[src/rtl/regfile_ctrl.sv]
// regfile_ctrl: sequencer that owns the regfile write/read ports.
// INIT writes the power-on image Xi = i into X0..X30. XZR (X31) is never written.
// VERIFY reads the registers back two at a time and records the first mismatch.
// Every port output except err/err_idx is decoded from state and cnt only,
// so start/mode never reach an output combinationally.
module regfile_ctrl #(
  parameter int N    = 64,
  parameter int NREG = 32
) (
  input  logic         clk,
  input  logic         reset,
  input  logic         start,
  input  logic         mode,
  output logic         busy,
  output logic         done,
  output logic         err,
  output logic [4:0]   err_idx,
  output logic         we3,
  output logic [4:0]   wa3,
  output logic [N-1:0] wd3,
  output logic [4:0]   ra1,
  output logic [4:0]   ra2,
  input  logic [N-1:0] rd1,
  input  logic [N-1:0] rd2
);

  typedef enum logic [1:0] {
    IDLE   = 2'd0,
    INIT   = 2'd1,
    VERIFY = 2'd2,
    DONE   = 2'd3
  } state_t;

  localparam logic [4:0] INIT_LAST   = 5'(NREG - 2);
  localparam logic [4:0] VERIFY_LAST = 5'(NREG / 2 - 1);
  localparam logic [4:0] XZR_IDX     = 5'(NREG - 1);

  state_t     state, state_nx;
  logic [4:0] cnt, cnt_nx;
  logic       err_nx;
  logic [4:0] err_idx_nx;
  logic       mism1, mism2;

  // Power-on image value of register idx (XZR always reads zero).
  function automatic logic [N-1:0] image_val(input logic [4:0] idx);
    logic [N-1:0] v;
    if (idx == XZR_IDX) begin
      v = {N{1'b0}};
    end else begin
      v = {{(N-5){1'b0}}, idx};
    end
    return v;
  endfunction

  // State, counter and sticky error registers.
  always_ff @(posedge clk or negedge reset) begin
    if (!reset) begin
      state   <= IDLE;
      cnt     <= 5'd0;
      err     <= 1'b0;
      err_idx <= 5'd0;
    end else begin
      state   <= state_nx;
      cnt     <= cnt_nx;
      err     <= err_nx;
      err_idx <= err_idx_nx;
    end
  end

  // Port outputs decoded from state and cnt.
  always_comb begin
    busy = 1'b0;
    done = 1'b0;
    we3  = 1'b0;
    wa3  = 5'd0;
    wd3  = {N{1'b0}};
    ra1  = 5'd0;
    ra2  = 5'd0;
    case (state)
      INIT: begin
        busy = 1'b1;
        we3  = 1'b1;
        wa3  = cnt;
        wd3  = {{(N-5){1'b0}}, cnt};
      end
      VERIFY: begin
        busy = 1'b1;
        ra1  = {cnt[3:0], 1'b0};
        ra2  = {cnt[3:0], 1'b1};
      end
      DONE: begin
        done = 1'b1;
      end
      default: begin
        busy = 1'b0;
      end
    endcase
  end

  // Read-back comparison against the image; only consumed in VERIFY.
  always_comb begin
    mism1 = (rd1 != image_val(ra1));
    mism2 = (rd2 != image_val(ra2));
  end

  // Next-state, counter and first-mismatch capture.
  always_comb begin
    state_nx   = state;
    cnt_nx     = cnt;
    err_nx     = err;
    err_idx_nx = err_idx;
    case (state)
      IDLE: begin
        if (start) begin
          cnt_nx     = 5'd0;
          err_nx     = 1'b0;
          err_idx_nx = 5'd0;
          state_nx   = mode ? VERIFY : INIT;
        end else begin
          state_nx = IDLE;
        end
      end
      INIT: begin
        cnt_nx = cnt + 5'd1;
        if (cnt == INIT_LAST) begin
          state_nx = DONE;
        end else begin
          state_nx = INIT;
        end
      end
      VERIFY: begin
        cnt_nx = cnt + 5'd1;
        // Port 1 holds the even (lower) index, so it wins a same-cycle tie.
        if (!err && (mism1 || mism2)) begin
          err_nx     = 1'b1;
          err_idx_nx = mism1 ? ra1 : ra2;
        end else begin
          err_nx     = err;
        end
        if (cnt == VERIFY_LAST) begin
          state_nx = DONE;
        end else begin
          state_nx = VERIFY;
        end
      end
      DONE: begin
        state_nx = IDLE;
      end
      default: begin
        state_nx = IDLE;
      end
    endcase
  end

endmodule

[config.mk]
export PLATFORM = sky130hd
export DESIGN_NAME = regfile_ctrl
export DESIGN_NICKNAME = d
export VERILOG_FILES = /design/src/rtl/regfile_ctrl.sv
export SDC_FILE = /design/constraint.sdc
export NUM_CORES = 1
export LEC_CHECK = 0
export ABC_AREA = 1
export BUFFER_PORTS_ARGS = -buffer_cell sky130_fd_sc_hd__buf_4
export CAP_MARGIN = 20
export CORE_AREA = 2 2 86 88
export DETAILED_ROUTE_END_ITERATION = 10
export DIE_AREA = 0 0 88 90
export GPL_ROUTABILITY_DRIVEN = 0
export PLACE_DENSITY = 0.69
export SKIP_CTS_REPAIR_TIMING = 1
export SYNTH_ARGS = -nofsm -noshare
export SYNTH_HDL_FRONTEND = slang
export SYNTH_SLANG_ARGS = --single-unit
[constraint.sdc]
create_clock -name clk -period 2.16 [get_ports clk]
set_clock_uncertainty 0.15 [all_clocks]
set_input_delay 0.432 -clock clk [delete_from_list [all_inputs] [get_ports clk]]
set_output_delay 0.432 -clock clk [all_outputs]
set_load 0.05 [all_outputs]
Word level (Yosys, flattened, before mapping) --
Index checks and enable logic that the tools add are counted.
Storage, ports and cells: bits in registers 13, bits in latches 0, RAM bits 0, memory bits (read-only) 0, logic and storage cells 47, memories kept 0
Cells by class: $add $sub $neg 1, multipliers 0, divide/modulo/power cells 0, magnitude comparators 0, equality and inequality tests 11, shift operators 0, multiplexer cells 22, bitwise gates (word level) 0, reductions and logical operators 9
Operators by type and width (number):
- inequality test 64 bit | 2
- two-way mux 5 bit | 9
- one-hot mux 5 bit (2 select lines) | 2
- equality test 5 bit (second input constant) | 3
- one-hot mux 2 bit (4 select lines) | 1
- two-way mux 1 bit | 6
- two-way mux 2 bit | 3
- adder 5 x 1 -> 5 bit (second input constant) | 1
- equality test 5 x 4 -> 1 bit (second input constant) | 1
- equality test 2 bit (second input constant) | 2
- inequality test 2 bit (second input constant) | 2
- nonzero test 2 bit | 2
- AND reduction 3 bit | 1
- equality test 2 x 1 -> 1 bit (second input constant) | 1
- zero test 2 bit | 1
- one-hot mux 1 bit (2 select lines) | 1
- AND reduction 2 bit | 1
- OR reduction 2 bit | 1
- logical AND 1 bit | 1
- zero test 1 bit | 1
- logical OR 1 bit | 1

Logic depth before layout (Yosys ltp) --
Gate-level depths: netlist of the first run.
word-level depth 9, mapped depth 16, gate-level depth less buffers 16

Worst setup path after synthesis of the first run --
OpenSTA, ideal clock, no wires.
kind register -> output, from reg state[1], to out wd3[4], data arrival time 1736 ps, data required time 1578 ps, setup slack -158 ps, stages on the path, launching flop included 6, path buffers 1, path through dfrtp_1 inv_1 ha_1 nand2_1 inv_1 buf_4
Between the ends: longest elaborated chain between the ends 2
Ends and longest elaborated chain:
- start: declaration | line 38 | state_t state, state_nx;
- start signal: assignment | line 63 | state <= state_nx;
- equality test 2 x 1 -> 1 bit | line 79 | case (state)
- two-way mux 5 bit | line 79
- end: declaration | line 20 | output logic [N-1:0] wd3,
No other way between the ends.

Final worst setup path of the first run --
from reg state[0], to out ra2[3]
Between the ends: longest elaborated chain between the ends 2
Ends and longest elaborated chain:
- equality test 2 bit | line 79
- two-way mux 5 bit | line 79
- end: declaration | line 22 | output logic [4:0] ra2,
No other way between the ends.

==> impl_metrics.toml, run 1 <==
[grt]
grt_max_degree = 14
grt_pass1_vias = 2066
overflow = 0
grt_pass1_wl_mm = 8.88
antenna_found_initial = 0
grt.total_usage_pct = 13.7

[drt]
vias_per_cell = 3.95
dr.first_iter.drc_count = 94
post_drt_wl_per_cell_um = 10.2
drcViolationCount = 0
first_pass_iters = 4
via_count = 2317
routed_wl_mm = 5.96
drtAntennaViolNets = 0

[layout]
layout_common_cells = "buf_4 (165), nor2_1 (82), nand2_1 (78), conb_1 (60), inv_1 (20)"
final_common_cell = "buf_4"
finalCoreUtilization_pct = 44.2
drive_above_1_share_pct = 39.0
fin_nets = 627
instances_no_fill = 586
antenna_cells = 0
area_growth_pct = 56.8

[job]
maxCapViolCount = 0

[sta]
maxSlewViolCount = 0
final.min_clock_period_ns = 2.05
fin_hold_ws_ns = 0.239
finalCritPeriodShare_pct = 95.0
rsz0062_at_grt = "true"
clock.fmax_ghz = 0.487
setup_viol = 0
hold_violations = 0
fin_setup_tns_ns = 0

[worst_setup_path]
startpoint_type = "flop"
cp_data_required_time_ns = 1.58
startpoint = "state[0]"
worstSetupEndpointType = "primary output"
path_common_cell = "buf_4"
crit_chain = "inv_2 -> ha_4 -> nand2_1 -> inv_1 -> buf_4 -> buf_4"
critical-path-top-delay-family = "buffers and inverters"
crit_type = "flop to primary output"
critPathMaxStageDelay_ns = 0.40
critPathMaxFanout = 6
slowest_stage = "dfrtp_1"
timing.critical_path.buf_inv = 4
critPathArrivalTime_ns = 1.47
reg2reg_from = "state[0]"

[clock_tree]
cts_buffers = 3
clockBufferDepth = 2
cts_sinks = 13
clock_latency_ns = 0.24
cts_tree = "built"
htreeDepth = 1
root_buffer = "clkbuf_8"
clk_pin_slew_ns = 0.06

[floorplan]
core_area_sq_um = 7020
chipHeight_um = 90
ios = 220
start_util_pct = 28.2
die_x_um = 88
std_cell_rows = 31
fp.dieArea_sq_um = 7920

[synthesis]
avgSynthCellArea_sq_um = 5.97
yosysWarnings = 0
synthesis.area_sq_um = 1980
syn-instance-count = 332
synth_cell_types = 28
seq_area_frac_synth_pct = 16.4
ys_ff_latch = 13

[outcome]
status = "completed"

[placed_design]
io_buffers = 159
dpl.cell_count = 576
hpwlAfterDp_mm = 5.33

[power]
p_leak_nw = 1.77
vdd_ir_drop_max_mv = 0.489
powerDensity_nw_per_um2 = 592
p_total_w = 0.00184

[worst_hold_path]
hp-start = "mode"
min_path_type = "input port to flop"
==> final cells by class <==
| cell class | instances | area (sq um) |
|---|---|---|
| well taps | 99 | 124 |
| inverters | 26 | 97.6 |
| multi-input cells | 277 | 1250 |
| flip-flops and latches | 13 | 325 |
| clock buffers | 4 | 45.0 |
| repair buffers | 167 | 1260 |
| fillers | 726 | 3920 |
==> per-layer routing <==
metal | up-vias | track usage [%] | share of wire [%]
met1 | 985 | 15.1 | 37
met2 | 128 | 25.8 | 51
met5 | - | 0 | 0
li1 | 1196 | - | -
met4 | 0 | 2.44 | 1.6
met3 | 8 | 3.67 | 11
==> cells in the mapped netlist <==
cell type   n  area, sq um
nor2_1     84          315
nand2_1    80          300
buf_4      74          556
inv_1      21         78.8
nand3_1    18         90.1
dfrtp_1    13          325
ha_1        7         87.6
inv_2       5         18.8
a21oi_1     4         20.0
nand2_4     3         33.8
nor3_1      3         15.0
nand2_2     2         12.5
nand3b_1    2         15.0
o22ai_1     2         12.5
a21o_1      1         7.51
and2_0      1         6.26
and2_1      1         6.26
and3_2      1         7.51
buf_6       1         11.3
conb_1      1         3.75
nor2_4      1         11.3
o211ai_1    1         7.51
o21ai_0     1         5.00
o21ai_1     1         5.00
o21bai_1    1         7.51
or2_0       1         6.26
or2_1       1         6.26
xor2_1      1         8.76
==> sequential cells by signal, indices dropped and copies added, names as in the netlist <==
name and flops:
cnt 5, err_idx 5, state 2, err 1
==> final timing paths <==
kind	end	slack (ns)	depth (start not counted)
min in group asynchronous	state[0]	0.42	2
setup reg to reg	err_idx[1]	0.20	14
hold reg to reg	err_idx[1]	0.34	2
setup / recovery	ra2[3]	0.11	6
hold / removal	state[0]	0.24	2
max in group asynchronous	err	1.27	2
==> metrics by stage <==
step	worst slack [ns]	instance area [sq um]
floorplan	0.0280	2200
finish	0.107	3110
CTS	-0.0225	3020
global route	-0.0290	3110
global placement	0.127	2970
detailed placement	0.0468	2970
==> logic make-up (layout without fill, tap and decap cells) <==
family                     after synthesis  after routing  share of synthesized area [%]
DFF                                     13             13                           16.4
buffers and inverters                  101            197                           33.5
AOI/OAI and AO/OA                       11             11                           3.28
adders and majority gates                7              7                           4.42
and+or+nand+nor                        198            198                           41.7
xor gates and xnor gates                 1              1                          0.442
other                                    1             60                          0.189
==> power by group <==
| group | internal [W] | switching [W] |
|---|---|---|
| Sequential | 0.000298 | 0.0000660 |
| Combinational | 0.000420 | 0.000838 |
| Clock | 0.000130 | 0.0000872 |
| Total | 0.000848 | 0.000991 |
(Power assumes the default switching activity.)
==> run 2, diff against run 1 <==
--- a/config.mk
+++ b/config.mk
@@ -9,6 +9,7 @@
 export BUFFER_PORTS_ARGS = -buffer_cell sky130_fd_sc_hd__buf_4
 export CAP_MARGIN = 20
 export CORE_AREA = 2 2 86 88
+export CTS_BUF_LIST = sky130_fd_sc_hd__clkbuf_4 sky130_fd_sc_hd__clkbuf_8 sky130_fd_sc_hd__clkbuf_16
 export DETAILED_ROUTE_END_ITERATION = 10
 export DIE_AREA = 0 0 88 90
 export GPL_ROUTABILITY_DRIVEN = 0
==> run 2 against run 1 <==
Compared with the run above:
- global-route usage unchanged
- hold slack improved by 0.0015 ns
- non-clock buffer count unchanged
- fmax unchanged
- die area did not move
- critical path depth stayed put
- sequential share of layout area about the same
- via count is the same
- design area rose by 0.12%
- clock power rose by 6%
- sequential power is essentially flat
- wire length hardly changed
- largest cell class unchanged
==> impl_metrics.toml, run 2 (synthesized netlist as in run 1, its figures left out) <==
[drt]
post_drt_wl_per_cell_um = 10.2
vias_per_cell = 3.95
via_count = 2317
dr_wl_met2_mm = 3.03
first_pass_iters = 4
routed_wl_mm = 5.96
drtAntennaViolNets = 0
dr.first_iter.drc_count = 94
met1Wirelength_mm = 2.21
dr_wl_met3_um = 628
drcViolationCount = 0
top_layer = "met4"

[outcome]
status = "completed"

[placed_design]
hpwlAfterDp_mm = 5.33
io_buffers = 159
place_area_sq_um = 2970
dp_slack_ns = 0.0468

[clock_tree]
clockBufferDepth = 2
cts_tree = "built"
cts_sinks = 13
root_buffer = "clkbuf_8"
clock_latency_ns = 0.24
cts_buffers = 3
clk_pin_slew_ns = 0.06
htreeDepth = 1

[sta]
maxSlewViolCount = 0
final.min_clock_period_ns = 2.05
finalCritPeriodShare_pct = 95.0
clock.fmax_ghz = 0.487
worst_slack_ns = 0.107
fin_setup_tns_ns = 0
hold_violations = 0
rsz0062_at_grt = "true"
setup_viol = 0

[layout]
fillCellCount = 724
multi_input_area_sq_um = 1250
regArea_sq_um = 325
final_common_cell = "buf_4"
fin_area_sq_um = 3110
top_regs = "cnt (5), err_idx (5), state (2)"
drive_above_1_share_pct = 39.2
fin_nets = 627
area_growth_pct = 57.0
layout_common_cells = "buf_4 (165), nor2_1 (82), nand2_1 (78), conb_1 (60), inv_1 (20)"
antenna_cells = 0

[job]
maxCapViolCount = 0

[floorplan]
die_x_um = 88
chipHeight_um = 90
std_cell_rows = 31
start_util_pct = 28.2
core_area_sq_um = 7020
fp.dieArea_sq_um = 7920
ios = 220

[grt]
grt_pass1_wl_mm = 8.88
antenna_found_initial = 0
grt_max_degree = 14
overflow = 0
grt.total_usage_pct = 13.7
grt_pass1_vias = 2066

[worst_hold_path]
hp-start = "mode"
min_path_type = "input port to flop"
whs_endpoint = "state[0]"
worstHoldPathCells = 2

[worst_setup_path]
startpoint_type = "flop"
rr_worst_depth = 14
r2r_end = "err_idx[1]"
critPathMaxFanout = 6
critPathArrivalTime_ns = 1.47
crit_type = "flop to primary output"
reg2reg_from = "state[0]"
cp_data_required_time_ns = 1.58
worstSetupEndpointType = "primary output"
reg2reg_setup_slack_ns = 0.20

[power]
p_leak_nw = 1.77
vdd_ir_drop_max_mv = 0.489
powerDensity_nw_per_um2 = 596
## run 2: cell counts in the layout (fill, tap and decap cells not counted)
Identical to the previous run, type by type.
## run 2: final cells by class
cell class                      instances  share of cell area (%)
Tap cell                               99                    3.98
Sequential cell                        13                    10.5
Clock buffer                            4                    1.57
Multi-Input combinational cell        277                    40.3
Inverter                               26                    3.14
Timing Repair Buffer                  167                    40.5
## run 2: power breakdown
part           total [W]  internal (W)  leakage, nW  switching [W]
clock           0.000230      0.000143       0.0262      0.0000871
combinational    0.00126      0.000420         1.57       0.000838
sequential      0.000364      0.000298        0.176      0.0000660
## run 2: worst max path at each step
stage / end / from / cells past startpoint
3_5_place_dp: err_idx[1] / state[0] / 14
4_1_cts: ra1[3] / state[0] / 6
5_1_grt: err_idx[1] / state[0] / 16
2_1_floorplan: wd3[4] / state[1] / 5
6_report: ra2[3] / state[0] / 6
3_3_place_gp: err_idx[4] / state[0] / 13
## run 2: stage by stage
| stage | util [%] | hold WS (ns) | power [W] | cells |
|---|---|---|---|---|
| 6_report | 44.3 | 0.240 | 0.00185 | 586 |
| 5_1_grt | 44.3 | 0.254 | 0.00197 | 586 |
| 4_1_cts | 43.0 | -0.123 | 0.00180 | 580 |
| 3_5_place_dp | 42.3 | 0.137 | 0.00157 | 576 |
| 3_3_place_gp | 42.3 | 0.135 | 0.00156 | 576 |
| 2_1_floorplan | - | -0.0136 | 0.00131 | 391 |
## run 2: per-layer routing
metal	GRT usage, %	vias to the layer above
li1	-	1196
met1	15.1	985
met2	25.8	128
met3	3.67	8
met4	2.44	0
met5	0	-
## run 2: critical path, stage by stage, from the launching register on
cell and delay, ns:
dfrtp_1 0.40, inv_2 0.09, ha_4 0.18, nand2_1 0.10, inv_1 0.12, buf_4 0.13
buf_4 0.19
